<file path="src/rtl/mcu_block_sequencer_if.sv">
// Handshake and data bundle between the IDCT output, the block sequencer and the
// supersample stage. The bench or upstream logic takes the master side.
interface mcu_block_sequencer_if #(
    parameter int MCU_W = 16,
    parameter int CH    = 3
);
    localparam int CH_W = $clog2(CH + 1);

    logic                          start;
    logic                          mode_420;
    logic [MCU_W-1:0]              num_mcu;
    logic                          in_valid;
    logic                          in_ready;
    logic signed [7:0][7:0][8:0]   in_block;
    logic                          ds_ready;
    logic                          ss_valid;
    logic [CH_W-1:0]               ss_ch;
    logic [1:0]                    ss_yidx;
    logic signed [7:0][7:0][8:0]   ss_block;
    logic                          mcu_done;
    logic                          frame_done;
    logic                          busy;

    modport master (
        output start, mode_420, num_mcu, in_valid, in_block, ds_ready,
        input  in_ready, ss_valid, ss_ch, ss_yidx, ss_block, mcu_done, frame_done, busy
    );

    modport slave (
        input  start, mode_420, num_mcu, in_valid, in_block, ds_ready,
        output in_ready, ss_valid, ss_ch, ss_yidx, ss_block, mcu_done, frame_done, busy
    );
endinterface

</file>
<file path="src/rtl/mcu_block_sequencer.sv">
// Tags IDCT blocks with channel / Y-quadrant in MCU order and forwards them one at a
// time through a single-entry hold register whenever the colour buffer can take one.
module mcu_block_sequencer #(
    parameter int MCU_W = 16,
    parameter int CH    = 3
) (
    input  logic                  clk,
    input  logic                  rst,
    mcu_block_sequencer_if.slave  sq
);
    localparam int CH_W = $clog2(CH + 1);

    localparam logic [1:0] ST_IDLE  = 2'd0;
    localparam logic [1:0] ST_RUN   = 2'd1;
    localparam logic [1:0] ST_DRAIN = 2'd2;
    localparam logic [1:0] ST_DONE  = 2'd3;

    logic [1:0]                  state_reg;
    logic                        mode_reg;
    logic [MCU_W-1:0]            num_reg;
    logic [2:0]                  pos_reg;
    logic [MCU_W-1:0]            acc_cnt_reg;
    logic [MCU_W-1:0]            mcu_cnt_reg;

    logic                        hold_valid_reg;
    logic signed [7:0][7:0][8:0] hold_block_reg;
    logic [CH_W-1:0]             hold_ch_reg;
    logic [1:0]                  hold_yidx_reg;
    logic                        hold_last_reg;

    logic                        ss_valid_reg;
    logic [CH_W-1:0]             ss_ch_reg;
    logic [1:0]                  ss_yidx_reg;
    logic signed [7:0][7:0][8:0] ss_block_reg;
    logic                        mcu_done_reg;

    logic                        in_ready;
    logic                        accept;
    logic                        issue;
    logic                        at_last;
    logic                        final_accept;
    logic [CH_W-1:0]             tag_ch;
    logic [1:0]                  tag_yidx;

    always_comb begin
        at_last  = (pos_reg == (mode_reg ? 3'd5 : 3'd2));
        tag_ch   = '0;
        tag_yidx = 2'd0;
        if (mode_reg) begin
            if (pos_reg < 3'd4) begin
                tag_yidx = pos_reg[1:0];
            end else if (pos_reg == 3'd4) begin
                tag_ch = CH_W'(1);
            end else begin
                tag_ch = CH_W'(2);
            end
        end else begin
            tag_ch = CH_W'(pos_reg);
        end
    end

    assign in_ready     = (state_reg == ST_RUN) && (!hold_valid_reg || sq.ds_ready);
    assign accept       = sq.in_valid && in_ready;
    assign issue        = hold_valid_reg && sq.ds_ready &&
                          ((state_reg == ST_RUN) || (state_reg == ST_DRAIN));
    // acc_cnt counts fully accepted MCUs, so the last block of the frame is the
    // last position of MCU num-1.
    assign final_accept = accept && at_last && (acc_cnt_reg == num_reg - MCU_W'(1));

    always_ff @(posedge clk or posedge rst) begin
        if (rst) begin
            state_reg   <= ST_IDLE;
            mode_reg    <= 1'b0;
            num_reg     <= '0;
            pos_reg     <= 3'd0;
            acc_cnt_reg <= '0;
            mcu_cnt_reg <= '0;
        end else begin
            case (state_reg)
                ST_IDLE: begin
                    if (sq.start) begin
                        mode_reg    <= sq.mode_420;
                        num_reg     <= sq.num_mcu;
                        pos_reg     <= 3'd0;
                        acc_cnt_reg <= '0;
                        mcu_cnt_reg <= '0;
                        state_reg   <= (sq.num_mcu == '0) ? ST_DONE : ST_RUN;
                    end
                end
                ST_RUN: begin
                    if (final_accept) begin
                        state_reg <= ST_DRAIN;
                    end
                end
                ST_DRAIN: begin
                    if (!hold_valid_reg && (mcu_cnt_reg == num_reg)) begin
                        state_reg <= ST_DONE;
                    end
                end
                default: begin
                    state_reg <= ST_IDLE;
                end
            endcase

            if (accept) begin
                pos_reg <= at_last ? 3'd0 : pos_reg + 3'd1;
                if (at_last) begin
                    acc_cnt_reg <= acc_cnt_reg + MCU_W'(1);
                end
            end
            if (issue && hold_last_reg) begin
                mcu_cnt_reg <= mcu_cnt_reg + MCU_W'(1);
            end
        end
    end

    // A same-cycle accept overwrites the entry that is issuing, keeping it full.
    always_ff @(posedge clk or posedge rst) begin
        if (rst) begin
            hold_valid_reg <= 1'b0;
            hold_block_reg <= '0;
            hold_ch_reg    <= '0;
            hold_yidx_reg  <= 2'd0;
            hold_last_reg  <= 1'b0;
        end else if (accept) begin
            hold_valid_reg <= 1'b1;
            hold_block_reg <= sq.in_block;
            hold_ch_reg    <= tag_ch;
            hold_yidx_reg  <= tag_yidx;
            hold_last_reg  <= at_last;
        end else if (issue) begin
            hold_valid_reg <= 1'b0;
        end
    end

    always_ff @(posedge clk or posedge rst) begin
        if (rst) begin
            ss_valid_reg <= 1'b0;
            ss_ch_reg    <= '0;
            ss_yidx_reg  <= 2'd0;
            ss_block_reg <= '0;
            mcu_done_reg <= 1'b0;
        end else begin
            ss_valid_reg <= issue;
            mcu_done_reg <= issue && hold_last_reg;
            if (issue) begin
                ss_ch_reg    <= hold_ch_reg;
                ss_yidx_reg  <= hold_yidx_reg;
                ss_block_reg <= hold_block_reg;
            end
        end
    end

    assign sq.in_ready   = in_ready;
    assign sq.ss_valid   = ss_valid_reg;
    assign sq.ss_ch      = ss_ch_reg;
    assign sq.ss_yidx    = ss_yidx_reg;
    assign sq.ss_block   = ss_block_reg;
    assign sq.mcu_done   = mcu_done_reg;
    assign sq.frame_done = (state_reg == ST_DONE);
    assign sq.busy       = (state_reg != ST_IDLE);
endmodule

</file>
<file path="src/flat_wrapper.sv">
// flat-port wrapper written by rule: the top's interface ports become plain ports
module mcu_block_sequencer_flat 
#(
    parameter int MCU_W = 16,
    parameter int CH    = 3
)
  (clk, rst, sq_start, sq_mode_420, sq_num_mcu, sq_in_valid, sq_in_block, sq_ds_ready, sq_in_ready, sq_ss_valid, sq_ss_ch, sq_ss_yidx, sq_ss_block, sq_mcu_done, sq_frame_done, sq_busy);
  mcu_block_sequencer_if #(.MCU_W(MCU_W), .CH(CH)) sq_i ();
  input  logic clk;
  input  logic rst;
  input wire logic [$bits(sq_i.start)-1:0] sq_start;
  input wire logic [$bits(sq_i.mode_420)-1:0] sq_mode_420;
  input wire logic [$bits(sq_i.num_mcu)-1:0] sq_num_mcu;
  input wire logic [$bits(sq_i.in_valid)-1:0] sq_in_valid;
  input wire logic [$bits(sq_i.in_block)-1:0] sq_in_block;
  input wire logic [$bits(sq_i.ds_ready)-1:0] sq_ds_ready;
  output wire logic [$bits(sq_i.in_ready)-1:0] sq_in_ready;
  output wire logic [$bits(sq_i.ss_valid)-1:0] sq_ss_valid;
  output wire logic [$bits(sq_i.ss_ch)-1:0] sq_ss_ch;
  output wire logic [$bits(sq_i.ss_yidx)-1:0] sq_ss_yidx;
  output wire logic [$bits(sq_i.ss_block)-1:0] sq_ss_block;
  output wire logic [$bits(sq_i.mcu_done)-1:0] sq_mcu_done;
  output wire logic [$bits(sq_i.frame_done)-1:0] sq_frame_done;
  output wire logic [$bits(sq_i.busy)-1:0] sq_busy;
  assign sq_i.start = sq_start;
  assign sq_i.mode_420 = sq_mode_420;
  assign sq_i.num_mcu = sq_num_mcu;
  assign sq_i.in_valid = sq_in_valid;
  assign sq_i.in_block = sq_in_block;
  assign sq_i.ds_ready = sq_ds_ready;
  assign sq_in_ready = sq_i.in_ready;
  assign sq_ss_valid = sq_i.ss_valid;
  assign sq_ss_ch = sq_i.ss_ch;
  assign sq_ss_yidx = sq_i.ss_yidx;
  assign sq_ss_block = sq_i.ss_block;
  assign sq_mcu_done = sq_i.mcu_done;
  assign sq_frame_done = sq_i.frame_done;
  assign sq_busy = sq_i.busy;
  mcu_block_sequencer #(.MCU_W(MCU_W), .CH(CH)) u_core (.clk(clk), .rst(rst), .sq(sq_i));
endmodule
</file>
<file path="config.mk">
export PLATFORM = sky130hd
export DESIGN_NAME = mcu_block_sequencer_flat
export DESIGN_NICKNAME = d
export VERILOG_FILES = /design/src/rtl/mcu_block_sequencer_if.sv /design/src/rtl/mcu_block_sequencer.sv /design/src/flat_wrapper.sv
export SDC_FILE = /design/constraint.sdc
export NUM_CORES = 2
export LEC_CHECK = 0
export CORE_AREA = 4 4 454 456
export CTS_BUF_LIST = sky130_fd_sc_hd__clkbuf_8 sky130_fd_sc_hd__clkbuf_16
export DETAILED_ROUTE_END_ITERATION = 10
export DIE_AREA = 0 0 458 460
export GPL_TIMING_DRIVEN = 0
export SLEW_MARGIN = 40
export SYNTH_ARGS = -nofsm -noshare
export SYNTH_HDL_FRONTEND = slang
export SYNTH_SLANG_ARGS = --single-unit
</file>
<file path="constraint.sdc">
create_clock -name clk -period 105.6 [get_ports clk]
set_input_delay 10.56 -clock clk [delete_from_list [all_inputs] [get_ports clk]]
set_output_delay 10.56 -clock clk [all_outputs]
set_load 0.02 [all_outputs]
</file>
# Yosys cells after proc, flatten, opt, wreduce, memory -nomap -nowiden
# Cells that the tools add are included.
[classes]
n_eq_ne = 10
reduce_logical = 23
n_lt_le_gt_ge = 1
n_addsub = 4
n_mux = 24
[op_table]
columns = ["op", "count"]
rows = [
  ["$mux 16", 7],
  ["$add 16x1->16 const B", 2],
  ["$eq 16x16->1", 2],
  ["$mux 2", 9],
  ["$logic_not 16->1", 1],
  ["$sub 16x1->16 const B", 1],
  ["$mux 3", 5],
  ["$reduce_bool 2->1", 6],
  ["$logic_and 1x1->1", 8],
  ["$pmux 2 s3", 1],
  ["$reduce_and 2->1", 3],
  ["$eq 2x2->1 const B", 2],
  ["$ne 2x2->1 const B", 2],
  ["$add 3x1->3 const B", 1],
  ["$eq 3x3->1", 1],
  ["$eq 3x3->1 const B", 1],
  ["$lt 3x3->1 const B", 1],
  ["$reduce_and 3->1", 1],
  ["$eq 2x1->1 const B", 1],
  ["$logic_not 2->1", 1],
  ["$logic_or 1x1->1", 2],
  ["$mux 1", 2],
  ["$ne 2x1->1 const B", 1],
  ["$logic_not 1->1", 1],
]
[totals]
elab_cells = 204
out_inout_bits = 585
inputBits = 598
register_bits = 1218

# Longest topological paths before layout
[logic_depth]
word_depth = 8
mapped_depth = 11
ltp_nobuf = 11

# Least setup slack after synthesis
# Ideal clock, no wire load.
[synth_path]
path_kind = "input-to-output"
from = "input port sq_ds_ready"
to = "output port sq_in_ready"
arrival_time_ps = 10926
path_slack_ps = 84114
path_buffers = 0
required_time_ps = 95040
stages = 2
path_cell_list = "nand2b_1 and2_1"
[synth_between]
elab_chain_len = 2
[synth_rtl]
columns = ["element", "line", "rtl"]
rows = [
  ["start: declaration", "flat_wrapper.sv:16", "input wire logic [$bits(sq_i.ds_ready)-1:0] sq_ds_ready;"],
  ["$logic_or 1x1->1", "mcu_block_sequencer.sv:62", "assign in_ready = (state_reg == ST_RUN) && (!hold_valid_reg || sq.ds_ready);"],
  ["$logic_and 1x1->1", "mcu_block_sequencer.sv:62", ""],
  ["end: declaration", "flat_wrapper.sv:17", "output wire logic [$bits(sq_i.in_ready)-1:0] sq_in_ready;"],
]
# Every way passes these cells.

# Worst setup path after layout
# Ends and elaborated chain as after synthesis.

==> metrics.txt <==
status completed; Post CTS Setup Buffer Count 0; fraction of layout cells with a size suffix above 1 0.0446; worst hold start u_core.hold_block_reg[366]; crit start category primary input; number of global-route vias before repair 41,583; first-pass GRT wire length 304,000 µm; TritonRoute pass-1 iters 5; largest net degree at the start of global routing 81; CP max stage delay 0.65 ns; flop2flop setup slack 101.51 ns; Synth Area in Simple Gates 0.300; hold_buf cts 0; largest area contributor in the netlist dfrtp_1; root buf cell clkbuf_16; Die Wd 458 µm; P&R area growth vs syn 44.4%; min-delay worst type reg2reg; Compound-Gate Fraction of Synth Area 0.00979; crit path max-delay cell type clkdlybuf4s50_1; clock sink count 1,218; Crit Path Max Fanout 3; reg2reg end u_core.sq.ss_block[86]; CTS tree yes; maximum clock rate 44.0 MHz; Netlist cell types 63; post-synthesis xor/xnor area fraction 0.00772; Crit Reg-Reg Startpoint u_core.state_reg[1]; Vias/cell 4.26; # nets final 7,241; Reg2Reg Depth 9; post-CTS sizing 0; Psw 807 µW; initial antenna violation count 74; Total Negative Setup Slacks 0 ns; routed vias 40,270; Reg power frac 0.386; min cycle time layout 22.73 ns; Syn Inst Count 5,284; CTS Buf Count 143; multiplexer area fraction after synthesis 0.00113; clock group share of total power 0.246; final std cells w/o fill 9,456; Worst Tran Pin Value 0.807 ns; leakage power 0.0337 µW; row count 165; CP most frequent cell clkdlybuf4s50_1; post-synthesis net count 5,892; CTS HTree Levels 4; combinational share of power 0.368; FFs w/ async S/R, synth 1.00; Core Area 202,000 µm²; Pint 1240 µW; CP required 95.04 ns; CP delay by family, top buffers and inverters; post-synthesis adder-cell area fraction 0.00269; Synth Area per Inst 8.81 µm²; CP cell instances clkdlybuf4s50_1, nand2b_1, and2_1, clkdlybuf4s50_1; Final Cell Area 67,200 µm²; Power Density 30.5 nW/µm²; max_slew headroom 0.462; full die area 211,000 µm²; drt total wl 215,000 µm; RSZ-0062 raised after global routing no; Die Y 460 µm; fin. max-slew vios 0; Critical Path AT 12.17 ns; port buffer count 1,182; post-synthesis sequential area ratio 0.655; initial cell density of the core 0.231; clock skew 0.0261 ns; mapped cell area 46,500 µm²; final setup vio count 0; Peak VDD IR 15.3 µV; Sw Share 0.394; WL/cell 22.7 µm; global route total overflow 0; I/O pin count 1,183; ys flop type dfrtp_1; total track usage 0.200; #FFs+latches synth 1,218; Worst Hold Depth 2; Final Hold Viols 0; Area contributors post-synth dfrtp_1 65%, nand2_1 29%, clkbuf_1 2.1%; drt initial violations 2,713; dpl cells 9,160; gpl congestion 0.926; critical path endpoint category primary output; Synth top area share 0.655; Clock Path Buffers 3; Reg clk slew, reported paths 0.06 ns; Crit Path Class in2out; final period utilization 0.215; main combinational cell family by area after synthesis simple AND/OR/NAND/NOR gates; Ys Warns 0; Post-route DRC 0; hold path endpoint u_core.sq.ss_block[366]; buffer and inverter count on the worst path 2; number of max-cap violations 0; antenna-violating nets left 0; Worst-Skew Late Latency 0.79 ns; DPL Wire Length 171,000 µm; Post-synth EDFFs 0; placed cell area 62,300 µm²
==> power groups by stage <==
stage	combinational [µW]	sequential [µW]	clock, µW
2_1_floorplan	279	865	0
5_1_grt	827	814	538
3_3_place_gp	751	797	0
3_5_place_dp	763	795	0
6_report	753	791	504
4_1_cts	768	791	520
==> logic make-up after synthesis <==
group           Yosys count
simple gates           3655
flops                  1218
buf+inv                 284
compound gates           71
xor+xnor                 41
fa+ha+maj                10
mux                       5
==> cells in the mapped netlist (all sizes together) (5+ instances only) <==
| library cell | count |
|---|---|
| a21oi | 6 |
| and3 | 7 |
| buf | 5 |
| clkbuf | 263 |
| dfrtp | 1218 |
| ha | 10 |
| inv | 15 |
| nand2 | 3551 |
| nand3 | 25 |
| nand4 | 12 |
| nor2 | 23 |
| nor3 | 5 |
| nor4 | 9 |
| o211ai | 5 |
| o21ai | 34 |
| o31ai | 6 |
| xnor2 | 16 |
| xor2 | 25 |
==> final cells by class <==
cell class	count	area, µm²
buffer	269	1080
fill	20848	134000
antenna	38	95.1
clock buffer	181	4160
multi-input combinational	3782	15000
sequential	1218	30500
inverter	15	63.8
timing repair buffer	1204	12400
clock inverter	77	627
tap	2672	3340
==> cell usage in the layout (no fill, tap or decap), types with 12 or more instances in the layout <==
cell type | Yosys | final
xor2_1 | 25 | 25
nand4_1 | 12 | 12
dfrtp_1 | 1218 | 1218
clkbuf_16 | 0 | 148
clkbuf_8 | 1 | 34
nand2_1 | 3551 | 3550
nand3_1 | 25 | 25
diode_2 | 0 | 38
xnor2_1 | 16 | 16
clkbuf_1 | 261 | 231
clkbuf_2 | 1 | 31
nor2_1 | 22 | 22
clkdlybuf4s50_1 | 0 | 1182
clkinv_2 | 0 | 23
o21ai_0 | 33 | 33
buf_16 | 0 | 21
inv_1 | 14 | 43
==> through the flow <==
step           utilization  power (µW)  setup WS [ns]  hold WS [ns]
2_1_floorplan            -        1140          60.72         0.439
3_3_place_gp         0.306        1550          45.38         0.446
3_5_place_dp         0.309        1560          82.88         0.448
4_1_cts              0.333        2080          82.87         0.454
5_1_grt              0.333        2180          82.82         0.466
6_report             0.333        2050          82.87         0.461
==> worst max-delay path by stage <==
stage | start | end | slack [ns] | cells past startpoint
floorplan | rst | u_core.acc_cnt_reg[0] | 60.72 | 1
global placement | rst | u_core.hold_block_reg[258] | 45.38 | 2
detailed placement | sq_ds_ready | sq_in_ready | 82.88 | 4
CTS | sq_ds_ready | sq_in_ready | 82.87 | 4
global route | sq_ds_ready | sq_in_ready | 82.82 | 4
finish | sq_ds_ready | sq_in_ready | 82.87 | 4
==> metal layers <==
metal | wire, µm | part of all wire | GRT usage | up-vias
met5 | 366 | 0.0017 | 0 | -
met3 | 19500 | 0.091 | 0.0737 | 346
met1 | 85500 | 0.40 | 0.238 | 19608
met4 | 7990 | 0.037 | 0.0763 | 54
li1 | - | - | - | 18860
met2 | 101000 | 0.47 | 0.328 | 1402
==> worst reg2reg max path: stages, from the launching register on <==
cell      delay, ns
dfrtp_1        0.44
inv_1          0.10
ha_1           0.35
nand3_1        0.54
inv_2          0.66
clkbuf_1       0.62
clkbuf_2       0.56
clkbuf_1       0.43
nand2_1        0.22
nand2_1        0.10
Note: power is estimated with default switching activity, not from simulation.
